$ cat config.mk
export PLATFORM = sky130hd
export DESIGN_NAME = dmem_arbiter
export DESIGN_NICKNAME = d
export VERILOG_FILES = /design/src/rtl/dmem_arbiter.sv
export SDC_FILE = /design/constraint.sdc
export NUM_CORES = 1
export LEC_CHECK = 0
export CORE_MARGIN = 5
export CORE_UTILIZATION = 36
export DETAILED_ROUTE_END_ITERATION = 8
export PLACE_DENSITY = 0.82
export SKIP_LAST_GASP = 1
export SYNTH_ARGS = -nofsm -noshare
export SYNTH_HDL_FRONTEND = slang
export SYNTH_SLANG_ARGS = --single-unit
$ cat constraint.sdc
create_clock -name clock -period 1.76 [get_ports clock]
set_input_delay 0.44 -clock clock [delete_from_list [all_inputs] [get_ports clock]]
set_output_delay 0.44 -clock clock [all_outputs]
set_load 0.01 [all_outputs]
$ cat src/rtl/dmem_arbiter.sv
// dmem_arbiter: shares the single data-memory port between the processor
// core and the host loader/readback path. One access is in flight at a time.
// Optional statistics counters are built when DMEM_ARB_STATS_EN is defined;
// otherwise the counter ports are tied to zero.
module dmem_arbiter #(
    parameter int ADDR_W       = 16,
    parameter int WDATA_W      = 24,
    parameter int RDATA_W      = 8,
    parameter int READ_LATENCY = 1
) (
    input  logic               clock,
    input  logic               rst,
    input  logic               core_lock,
    input  logic               core_req,
    input  logic               core_we,
    input  logic [ADDR_W-1:0]  core_addr,
    input  logic [WDATA_W-1:0] core_wdata,
    output logic               core_gnt,
    output logic               core_rvalid,
    output logic [RDATA_W-1:0] core_rdata,
    input  logic               host_req,
    input  logic               host_we,
    input  logic [ADDR_W-1:0]  host_addr,
    input  logic [WDATA_W-1:0] host_wdata,
    output logic               host_gnt,
    output logic               host_rvalid,
    output logic [RDATA_W-1:0] host_rdata,
    output logic [ADDR_W-1:0]  mem_addr,
    output logic [WDATA_W-1:0] mem_wdata,
    output logic               mem_wren,
    input  logic [RDATA_W-1:0] mem_q,
    output logic               busy,
    output logic [15:0]        core_grant_cnt,
    output logic [15:0]        host_grant_cnt,
    output logic [15:0]        conflict_cnt
);

    typedef enum logic [1:0] {
        IDLE,
        ISSUE,
        RWAIT
    } state_t;

    localparam logic OWNER_CORE = 1'b0;
    localparam logic OWNER_HOST = 1'b1;
    localparam logic [2:0] WAIT_LAST = 3'(READ_LATENCY - 1);

    state_t     state;
    state_t     state_next;
    logic       owner;
    logic       last_owner;
    logic       cap_we;
    logic [2:0] wait_cnt;
    logic       pick_valid;
    logic       pick_host;
    logic       decide;
    logic       read_done;

    // Arbitration: core_lock locks out the host; otherwise a tie goes to
    // whichever requester was not served last.
    always_comb begin
        pick_valid = 1'b0;
        pick_host  = 1'b0;
        if (core_lock) begin
            pick_valid = core_req;
        end else if (core_req && host_req) begin
            pick_valid = 1'b1;
            pick_host  = (last_owner == OWNER_CORE);
        end else if (core_req) begin
            pick_valid = 1'b1;
        end else if (host_req) begin
            pick_valid = 1'b1;
            pick_host  = 1'b1;
        end
    end

    assign decide    = (state == IDLE) && pick_valid;
    assign read_done = (state == RWAIT) && (wait_cnt == WAIT_LAST);

    // Next-state and strobe outputs; grants and write enable only in ISSUE.
    always_comb begin
        state_next = state;
        core_gnt   = 1'b0;
        host_gnt   = 1'b0;
        mem_wren   = 1'b0;
        busy       = (state != IDLE);
        case (state)
            IDLE: begin
                if (pick_valid) begin
                    state_next = ISSUE;
                end
            end
            ISSUE: begin
                core_gnt   = (owner == OWNER_CORE);
                host_gnt   = (owner == OWNER_HOST);
                mem_wren   = cap_we;
                state_next = cap_we ? IDLE : RWAIT;
            end
            RWAIT: begin
                if (wait_cnt == WAIT_LAST) begin
                    state_next = IDLE;
                end
            end
            default: state_next = IDLE;
        endcase
    end

    // State register.
    always_ff @(posedge clock) begin
        if (rst) begin
            state <= IDLE;
        end else begin
            state <= state_next;
        end
    end

    // Capture the winning request; mem_addr/mem_wdata hold between accesses.
    always_ff @(posedge clock) begin
        if (rst) begin
            owner      <= OWNER_CORE;
            last_owner <= OWNER_HOST;
            cap_we     <= 1'b0;
            mem_addr   <= '0;
            mem_wdata  <= '0;
        end else if (decide) begin
            owner      <= pick_host;
            last_owner <= pick_host;
            cap_we     <= pick_host ? host_we    : core_we;
            mem_addr   <= pick_host ? host_addr  : core_addr;
            mem_wdata  <= pick_host ? host_wdata : core_wdata;
        end
    end

    // Read latency counter, restarted whenever an access is issued.
    always_ff @(posedge clock) begin
        if (rst) begin
            wait_cnt <= '0;
        end else if (state == ISSUE) begin
            wait_cnt <= '0;
        end else if (state == RWAIT) begin
            wait_cnt <= wait_cnt + 3'd1;
        end
    end

    // Return read data to the owner with a single-cycle valid pulse.
    always_ff @(posedge clock) begin
        if (rst) begin
            core_rvalid <= 1'b0;
            host_rvalid <= 1'b0;
            core_rdata  <= '0;
            host_rdata  <= '0;
        end else begin
            core_rvalid <= 1'b0;
            host_rvalid <= 1'b0;
            if (read_done) begin
                if (owner == OWNER_HOST) begin
                    host_rvalid <= 1'b1;
                    host_rdata  <= mem_q;
                end else begin
                    core_rvalid <= 1'b1;
                    core_rdata  <= mem_q;
                end
            end
        end
    end

`ifdef DMEM_ARB_STATS_EN
    logic conflict_event;

    // A decision with host_req high alongside core_req is a conflict,
    // whether the host lost the tie or was held off by core_lock.
    assign conflict_event = decide && core_req && host_req;

    // Saturating statistics counters.
    always_ff @(posedge clock) begin
        if (rst) begin
            core_grant_cnt <= '0;
            host_grant_cnt <= '0;
            conflict_cnt   <= '0;
        end else begin
            if (core_gnt && (core_grant_cnt != 16'hFFFF)) begin
                core_grant_cnt <= core_grant_cnt + 16'd1;
            end
            if (host_gnt && (host_grant_cnt != 16'hFFFF)) begin
                host_grant_cnt <= host_grant_cnt + 16'd1;
            end
            if (conflict_event && (conflict_cnt != 16'hFFFF)) begin
                conflict_cnt <= conflict_cnt + 16'd1;
            end
        end
    end
`else
    assign core_grant_cnt = '0;
    assign host_grant_cnt = '0;
    assign conflict_cnt   = '0;
`endif

endmodule
; Word level (Yosys, flattened, before mapping)
; Index checks and enable logic that the tools add are counted.
[word_totals]
wordCells = 49
register_bits = 66
input_bits = 95
[op_classes]
n_eq_ne = 4
bitwise = 3
muxes = 19
n_reduce_logical = 11
addsub = 1
[op_table]
columns = operator, n
row1 = 2-to-1 mux 24 bit, 1
row2 = 2-to-1 mux 16 bit, 1
row3 = 2-to-1 mux 1 bit, 13
row4 = 2-to-1 mux 2 bit, 3
row5 = one-hot mux 2 bit (3 select lines), 1
row6 = AND reduction 2 bit, 3
row7 = OR reduction 2 bit, 2
row8 = "adder 3 x 1 -> 3 bit, second input constant", 1
row9 = logical AND 1 bit, 3
row10 = logical NOT 3 bit, 1
row11 = inverter 1 bit, 3
row12 = "== test 2 x 1 -> 1 bit, second input constant", 1
row13 = "== test 2 bit, second input constant", 1
row14 = logical NOT 2 bit, 1
row15 = "inequality test 2 x 1 -> 1 bit, second input constant", 1
row16 = "inequality test 2 bit, second input constant", 1
row17 = nonzero test 2 bit, 1

; Depth between registers and ports, before layout
; Gate-level depths: netlist of the first run.
[logic_depth]
ltp_word = 6
mapped_depth = 8
ltp_nobuf = 6

; Least setup slack after synthesis of the first run
; OpenSTA, ideal clock, no wires.
[synth_timing]
path_type = register -> register
start = reg wait_cnt[0]
end = reg core_rdata[7]
stages_incl_launch_ff = 9
required_ns = 1.632
synth_period_minus_slack_ns = 1.510
n_path_buf = 2
t_arrival_ns = 1.382
slack_ns = 0.250
cell_sequence = dfxtp_1 > inv_1 > ha_1 > and4bb_1 > buf_4 > and2_4 > buf_8 > mux2i_1 > nor2_1
[synth_between]
elab_chain_cells = 3
[synth_rtl]
columns = element, line_no
row1 = "start, declared", 53  ; logic [2:0] wait_cnt;
row2 = "start signal, assigned", 141  ; wait_cnt <= wait_cnt + 3'd1;
row3 = logical NOT 3 bit, 78  ; assign read_done = (state == RWAIT) && (wait_cnt == WAIT_LAST);
row4 = logical AND 1 bit, 78
row5 = AND reduction 2 bit (no line), --
row6 = "end signal, assigned", 161  ; core_rdata <= mem_q;
row7 = "end, declared", 20  ; output logic [RDATA_W-1:0] core_rdata,
; No other way between the ends.
; A chain may end at the register's enable or synchronous reset.

; Worst setup path in the final report of the first run
[layout_timing]
start = in host_req
end = reg mem_addr[15]
[layout_between]
elab_chain_cells = 5
[layout_rtl]
columns = element, line_no
row1 = "start, declared", 21  ; input logic host_req,
row2 = 2-to-1 mux 1 bit, 71  ; end else if (host_req) begin
row3 = 2-to-1 mux 1 bit, 69  ; end else if (core_req) begin
row4 = 2-to-1 mux 1 bit, 66  ; end else if (core_req && host_req) begin
row5 = 2-to-1 mux 1 bit, 64  ; if (core_lock) begin
row6 = 2-to-1 mux 16 bit / logical AND 1 bit (equally long branches), "129, 77"
row7 = "end signal, assigned", 129  ; mem_addr <= pick_host ? host_addr : core_addr;
row8 = "end, declared", 28  ; output logic [ADDR_W-1:0] mem_addr,
; Several ways; a longest one is shown, not always the timed one.

==> metrics.md, run 1 <==
| Metric | Value |
|---|---|
| Setup crit start | `host_req` |
| Post-synth top area share | `0.420` |
| Worst setup EP type | `register` |
| Ranking of synthesized cells by area | `dfxtp_1 42%, buf_4 13%, a211oi_1 9.6%` |
| Dpl cells | `644` |
| Pwr dens | `789 mW/mm2` |
| CP Data Arrival Time | `1.91 ns` |
| Main synth FF type | `dfxtp_1` |
| Die Footprint | `0.0107 mm2` |
| Status | `completed` |
| RSZ-0062 raised after global routing | `no` |
| F_max | `0.595 GHz` |
| Reg-to-Reg Start | `wait_cnt[0]$_SDFFE_PP0N_` |
| Count of pins over their slew limit | `0` |
| CTS tree | `done` |
| Routed len/inst | `14.0 um` |
| Mapped Cells | `393` |
| Total chip power | `3.87 mW` |
| Hold path startpoint | `host_rdata[5]$_SDFFE_PP0P_` |
| Synth top cells by count | `66 x dfxtp_1, 58 x nor2_1, 57 x nand2_1, 54 x buf_4, 52 x a21oi_1` |
| Sequential share of the synthesized area | `0.420` |
| GR Overflow Total | `0` |
| # rows | `34` |
| Dpl hpwl | `7200 um` |
| Ant diodes | `0` |
| Post-synth EDFFs | `0` |
| Fraction of layout cells with a size suffix above 1 | `0.0707` |
| # IOs | `205` |
| Port bufs | `156` |
| Clk_skew | `0.00769 ns` |
| Synth warn | `0` |
| Worst-path clk slew | `0.07 ns` |
| Detailed-route via count | `3,151` |
| Clk sinks | `66` |
| First-pass GRT wire length | `13,900 um` |
| Yosys reg bits | `66` |
| Initial antenna violation count | `0` |
| Worst-skew pair later-pin latency | `0.33 ns` |
| Post-synth top area cell | `dfxtp_1` |
| Final worst path period share | `0.955` |
| Post-route insts no fill | `660` |
| Final hold vios | `0` |
| DRC | `0` |
| Core area | `0.00864 mm2` |
| Clk root buf | `clkbuf_8` |
| Starting density of the core | `0.364` |
| Gr usage total | `0.165` |
| Hold WC Path Type | `reg2reg` |
| Clock Tree Buf Depth | `2` |
| Number of routed nets with antenna violations | `0` |
| Drt pass-1 iters | `4` |
| Final nets | `644` |
| Largest net degree at the start of global routing | `29` |
| VDD IR max | `346 uV` |
| Leak Pwr | `2.02 nW` |
| Inserted Clock Buffers | `9` |
| Worst Path Required | `1.99 ns` |
| Fillers | `783` |
| Fin crit period | `1.68 ns` |
| DR iter-0 viols | `106` |
| Setup crit start kind | `input port` |
| Crit-path max FO | `26` |
| Syn Area/Cell | `8.00 um2` |
| Library cells used by synthesis | `31` |
| Die X-Extent | `103 um` |
| Top-count cell post-synth | `dfxtp_1` |
| WS Path Type | `in2reg` |
| Synth async-reset ratio | `0` |
| DR vias/cell | `4.77` |
| P&R area growth vs syn | `56.0%` |
| Max Cap Violations | `0` |
| Endpoints failing setup | `0` |
| Mapped Area | `0.00314 mm2` |
| WL final | `9250 um` |
| H-tree depth | `3` |
| GP Congestion | `0.877` |
| Hold_buf cts | `0` |
| Number of global-route vias before repair | `3,081` |
| Die height | `103 um` |
worst paths after layout:
kind	endpoint	slack, ns	cells after the start
worst max-delay path	mem_addr[15]$_SDFFE_PP0P_	0.08	6
worst min-delay path	host_rdata[5]$_SDFFE_PP0P_	0.47	2
worst max register to register	core_rdata[5]$_SDFFE_PP0P_	0.14	6
worst min register to register	host_rdata[5]$_SDFFE_PP0P_	0.47	2
worst max-delay path, stage by stage:
cell and delay (ns):
clkdlybuf4s50_1 0.44, nor2b_2 0.21, and2_1 0.27, buf_12 0.19, a21oi_1 0.08, a211oi_1 0.25
cell families (layout without fill, tap and decap cells):
kind of cell	Yosys count	in the layout	share of synthesized area
simple gates	132	132	0.171
compound gates	98	98	0.193
buf+inv	83	195	0.171
flops	66	66	0.420
mux	10	10	0.0322
fa+ha+maj	2	2	0.00796
other cells	1	48	0.00119
xor+xnor	1	1	0.00279
cells in the final DEF (no fill, tap or decap), types with 2 or more instances in the layout:
| master | Yosys | layout |
|---|---|---|
| a211oi_1 | 40 | 40 |
| dlygate4sd2_1 | 0 | 2 |
| inv_1 | 6 | 6 |
| clkdlybuf4s50_1 | 0 | 151 |
| conb_1 | 1 | 48 |
| a21oi_1 | 52 | 52 |
| ha_1 | 2 | 2 |
| buf_12 | 0 | 8 |
| clkinv_2 | 0 | 3 |
| dfxtp_1 | 66 | 65 |
| nand3_1 | 8 | 8 |
| nand2b_1 | 2 | 2 |
| mux2i_1 | 9 | 9 |
| nand2_1 | 57 | 57 |
| nor2_1 | 58 | 58 |
| clkbuf_8 | 0 | 10 |
| clkinvlp_4 | 0 | 2 |
| buf_4 | 54 | 9 |
sequential cells by signal, indices dropped and copies added (netlist names):
register	cells
mem_wdata	24
mem_addr	16
core_rdata	8
host_rdata	8
wait_cnt	3
state	2
cap_we	1
core_rvalid	1
host_rvalid	1
last_owner	1
owner	1
area by class of cell:
cell class | instances | area [um2] | share of cell area
clock buffers | 11 | 141 | 0.0288
clock inverters | 5 | 30.0 | 0.00612
multi-input cells | 291 | 1470 | 0.299
inverters | 6 | 22.5 | 0.00459
flip-flops and latches | 66 | 1320 | 0.270
well taps | 108 | 135 | 0.0276
repair buffers | 173 | 1780 | 0.364
per-stage QoR:
step           area [um2]  hold WS [ns]  utilization  setup WS, ns  setup TNS [ns]
3_5_place_dp         4730         0.455        0.548        -0.270           -8.63
2_1_floorplan        3320         0.437            -         0.250               0
3_3_place_gp         4730         0.444        0.548        -0.169           -6.29
5_1_grt              4900         0.483        0.568       0.00611               0
4_1_cts              4900         0.466        0.568        -0.183          -0.183
6_report             4900         0.469        0.568        0.0785               0
report_power, final:
part	leakage [nW]	total (mW)	switching (mW)	internal, mW
Sequential	0.544	1.68	0.0653	1.62
Clock	0.0851	1.11	0.563	0.542
Combinational	1.39	1.08	0.493	0.587
Total	2.02	3.87	1.12	2.75
layer usage:
layer | share of wire | up-vias | GRT usage
li1 | - | 1531 | -
met1 | 0.38 | 1461 | 0.186
met2 | 0.49 | 146 | 0.286
met3 | 0.11 | 13 | 0.0724
met4 | 0.012 | 0 | 0.0369
met5 | 0 | - | 0
what timing repair did:
| item | in CTS | in global routing |
|---|---|---|
| gates resized for setup | 4 | 2 |
| buffers inserted | 0 | 0 |
| pin swaps | 0 | 0 |
| endpoints found under the setup margin | 4 | 2 |
No activity file was read; power rests on OpenSTA's default activity.
==> run 2: changes to the inputs <==
- GPL_TIMING_DRIVEN: default -> 0
- clock period: 1.76 -> 1.7 ns (I/O delays scaled with it)
==> metrics.md, run 2 (synthesis results as in run 1) <==
| Metric | Value |
|---|---|
| Status | `completed (unchanged)` |
| Die Footprint | `0.0107 mm2 (unchanged)` |
| CTS tree | `done (unchanged)` |
| Max Cap Violations | `0 (unchanged)` |
| Core Util, Final | `0.620 (was 0.568)` |
| Register-to-Register Path Depth | `8 (was 6)` |
| Number of global-route vias before repair | `3,463 (was 3,081)` |
| Clk sinks | `66 (unchanged)` |
| Detailed-route via count | `3,339 (was 3,151)` |
| Worst setup EP type | `output pin (was register)` |
| Routed len/inst | `14.6 um (was 14.0 um)` |
| Dpl hpwl | `8280 um (was 7200 um)` |
| Inserted Clock Buffers | `9 (unchanged)` |
| Final worst path period share | `0.976` |
| Commonest non-fill, non-tap cells in the layout | `137 x clkdlybuf4s50_1, 64 x dfxtp_1, 58 x buf_4 (was 151 x clkdlybuf4s50_1, 65 x dfxtp_1, 58 x nor2_1)` |
| Worst-skew pair later-pin latency | `0.34 ns (was 0.33 ns)` |
| Worst Path Required | `1.27 ns (was 1.99 ns)` |
| # IOs | `205 (unchanged)` |
| Slowest stage cell on the critical path | `clkdlybuf4s50_1 (unchanged)` |
| First-pass GRT wire length | `16,200 um (was 13,900 um)` |
| Number of routed nets with antenna violations | `0 (unchanged)` |
| P&R area growth vs syn | `70.3% (was 56.0%)` |
| Total negative setup slack | `0 ns (unchanged)` |
| Endpoints failing setup | `0 (unchanged)` |
| Net Sw Power | `1.22 mW (was 1.12 mW)` |
| Fin crit period | `1.66 ns` |
| Hold Crit Endpoint | `host_rdata[7]$_SDFFE_PP0P_ (was host_rdata[5]$_SDFFE_PP0P_)` |
| Dpl cells | `703 (was 644)` |
| CP Data Arrival Time | `1.24 ns (was 1.91 ns)` |
| Total chip power | `4.17 mW (was 3.87 mW)` |
| Worst hold stages | `2 (unchanged)` |
| Final nets | `708 (was 644)` |
| Clock Power Share | `0.290 (was 0.286)` |
| Starting density of the core | `0.364 (unchanged)` |
| GR Overflow Total | `0 (unchanged)` |
| Fillers | `768 (was 783)` |
| Count of pins over their slew limit | `0 (unchanged)` |
| Crit-path max FO | `2 (was 26)` |
| Ant diodes | `0 (unchanged)` |
| DR iter-0 viols | `81 (was 106)` |
| Setup crit start | `mem_wdata[7]$_SDFFE_PP0P_ (was host_req)` |
| Max reg flops | `24 (unchanged)` |
| CP top delay family | `buffers and inverters (unchanged)` |
| Max-slew headroom | `0.614` |
| H-tree depth | `3 (unchanged)` |
| Drt pass-1 iters | `5 (was 4)` |
| Crit path largest cell delay | `0.55 ns (was 0.44 ns)` |
| Worst setup margin | `0.0400 ns (was 0.0785 ns)` |
| Reg-to-Reg Start | `wait_cnt[0]$_SDFFE_PP0N_ (unchanged)` |
| Largest registers | `mem_wdata (24), mem_addr (16) (unchanged)` |
| Hold WC Path Type | `reg2reg (unchanged)` |
| Switch share | `0.292 (was 0.290)` |
| VDD IR max | `420 uV (was 346 uV)` |
| Port bufs | `155 (was 156)` |
| Critical-path cell list | `clkdlybuf4s50_1 (was clkdlybuf4s50_1 -> nor2b_2 -> and2_1 -> buf_12 -> a21oi_1 -> a211oi_1)` |
| Pwr dens | `778 mW/mm2 (was 789 mW/mm2)` |
| Hold path startpoint | `host_rdata[7]$_SDFFE_PP0P_ (was host_rdata[5]$_SDFFE_PP0P_)` |
| Gr usage total | `0.192 (was 0.165)` |
| DP Worst Slack | `-0.552 ns (was -0.270 ns)` |
| Worst-path clk slew | `0.07 ns (about the same)` |
| DR vias/cell | `4.61 (was 4.77)` |
| WL final | `10,500 um (was 9250 um)` |
| WS Path Type | `reg2out (was in2reg)` |
| # rows | `34 (unchanged)` |
| Clock Tree Buf Depth | `2 (unchanged)` |
| Final hold vios | `0 (unchanged)` |
| Clk_skew | `0.00658 ns (was 0.00769 ns)` |
| Initial antenna violation count | `0 (unchanged)` |
| Pint | `2.95 mW (was 2.75 mW)` |
| Reg-to-Reg End | `core_rdata[3]$_SDFFE_PP0P_ (was core_rdata[5]$_SDFFE_PP0P_)` |
| Flop pwr share | `0.418 (was 0.435)` |
| Reg with most FFs | `mem_wdata (unchanged)` |
| Slew @ Worst Pin | `0.579 ns` |
| R2R Setup Slk | `0.11 ns (was 0.14 ns)` |
| DRC | `0 (unchanged)` |
| Post-route insts no fill | `724 (was 660)` |
| Largest net degree at the start of global routing | `12 (was 29)` |
| Core area | `0.00864 mm2 (unchanged)` |
| F_max | `0.602 GHz` |
| Fraction of layout cells with a size suffix above 1 | `0.179 (was 0.0707)` |
| Die height | `103 um (unchanged)` |
| Die X-Extent | `103 um (unchanged)` |
| GP Congestion | `0.797 (was 0.877)` |
| Buf+Inv Stages, Crit Path | `1 (was 2)` |
| Setup crit start kind | `register (was input port)` |
| Leak Pwr | `2.51 nW (was 2.02 nW)` |
| Hold_buf cts | `0 (unchanged)` |
| Clk root buf | `clkbuf_8 (unchanged)` |
| Most common cell after layout, fill and taps aside | `clkdlybuf4s50_1 (unchanged)` |
| Combinational share of power | `0.292 (was 0.279)` |
[run 2: cell types whose count changed in the layout (fill, tap and decap cells not counted), moves of 2 or more]
cell and delta:
nor2_4 +2, buf_2 +8, buf_6 +7, buf_4 +49
buf_12 -8, clkbuf_2 +3, dlymetal6s2s_1 +13, nor2_1 -2
a211oi_1 -5, clkbuf_1 +6, dlygate4sd2_1 -2, a211oi_2 +5
clkdlybuf4s50_1 -14
[run 2: power groups by stage]
stage	clock network (mW)	logic (mW)	registers [mW]
floorplan	0	0.529	1.83
global placement	0	1.15	1.77
detailed placement	0	1.17	1.78
CTS	1.24	1.20	1.74
global route	1.31	1.32	1.75
finish	1.21	1.22	1.74
[run 2: how the worst max path moves through the flow]
stage | endpoint | slack [ns] | depth (start not counted)
after floorplan | core_rdata[7]$_SDFFE_PP0P_ | 0.19 | 8
after global placement | mem_wdata[14]$_SDFFE_PP0P_ | -0.42 | 6
after detailed placement | mem_wdata[7]$_SDFFE_PP0P_ | -0.55 | 6
after CTS | mem_addr[6]$_SDFFE_PP0P_ | -0.03 | 7
after global routing | mem_wdata[7]$_SDFFE_PP0P_ | -0.02 | 6
final | mem_wdata[7] | 0.04 | 1
[run 2: cell type report]
class | instances | area (um2) | share of cell area
buffer | 77 | 566 | 0.106
multi-input combinational | 291 | 1520 | 0.284
clock buffer | 12 | 155 | 0.0290
tap | 108 | 135 | 0.0252
clock inverter | 4 | 26.3 | 0.00491
inverter | 6 | 22.5 | 0.00421
sequential | 66 | 1320 | 0.247
timing repair buffer | 160 | 1600 | 0.300
[run 2: timing repair]
action / in CTS / in global routing
endpoints found under the hold margin: 0 / 0
buffers inserted: 3 / 2
pin swaps: 4 / 7
gates cloned: 0 / 0
gates resized for setup: 27 / 43
endpoints found under the setup margin: 45 / 71
[run 2: routing by layer]
layer | vias up | track usage | routed length [um]
li1 | 1665 | - | -
met1 | 1507 | 0.216 | 3890
met2 | 146 | 0.331 | 5370
met3 | 21 | 0.0718 | 1060
met4 | 0 | 0.0707 | 227
met5 | - | 0 | 0
[run 2: metrics by stage]
stage / area (um2) / hold slack, ns
floorplan: 3320 / 0.437
global placement: 5010 / 0.444
detailed placement: 5010 / 0.447
CTS: 5240 / 0.457
global route: 5360 / 0.479
finish: 5360 / 0.458
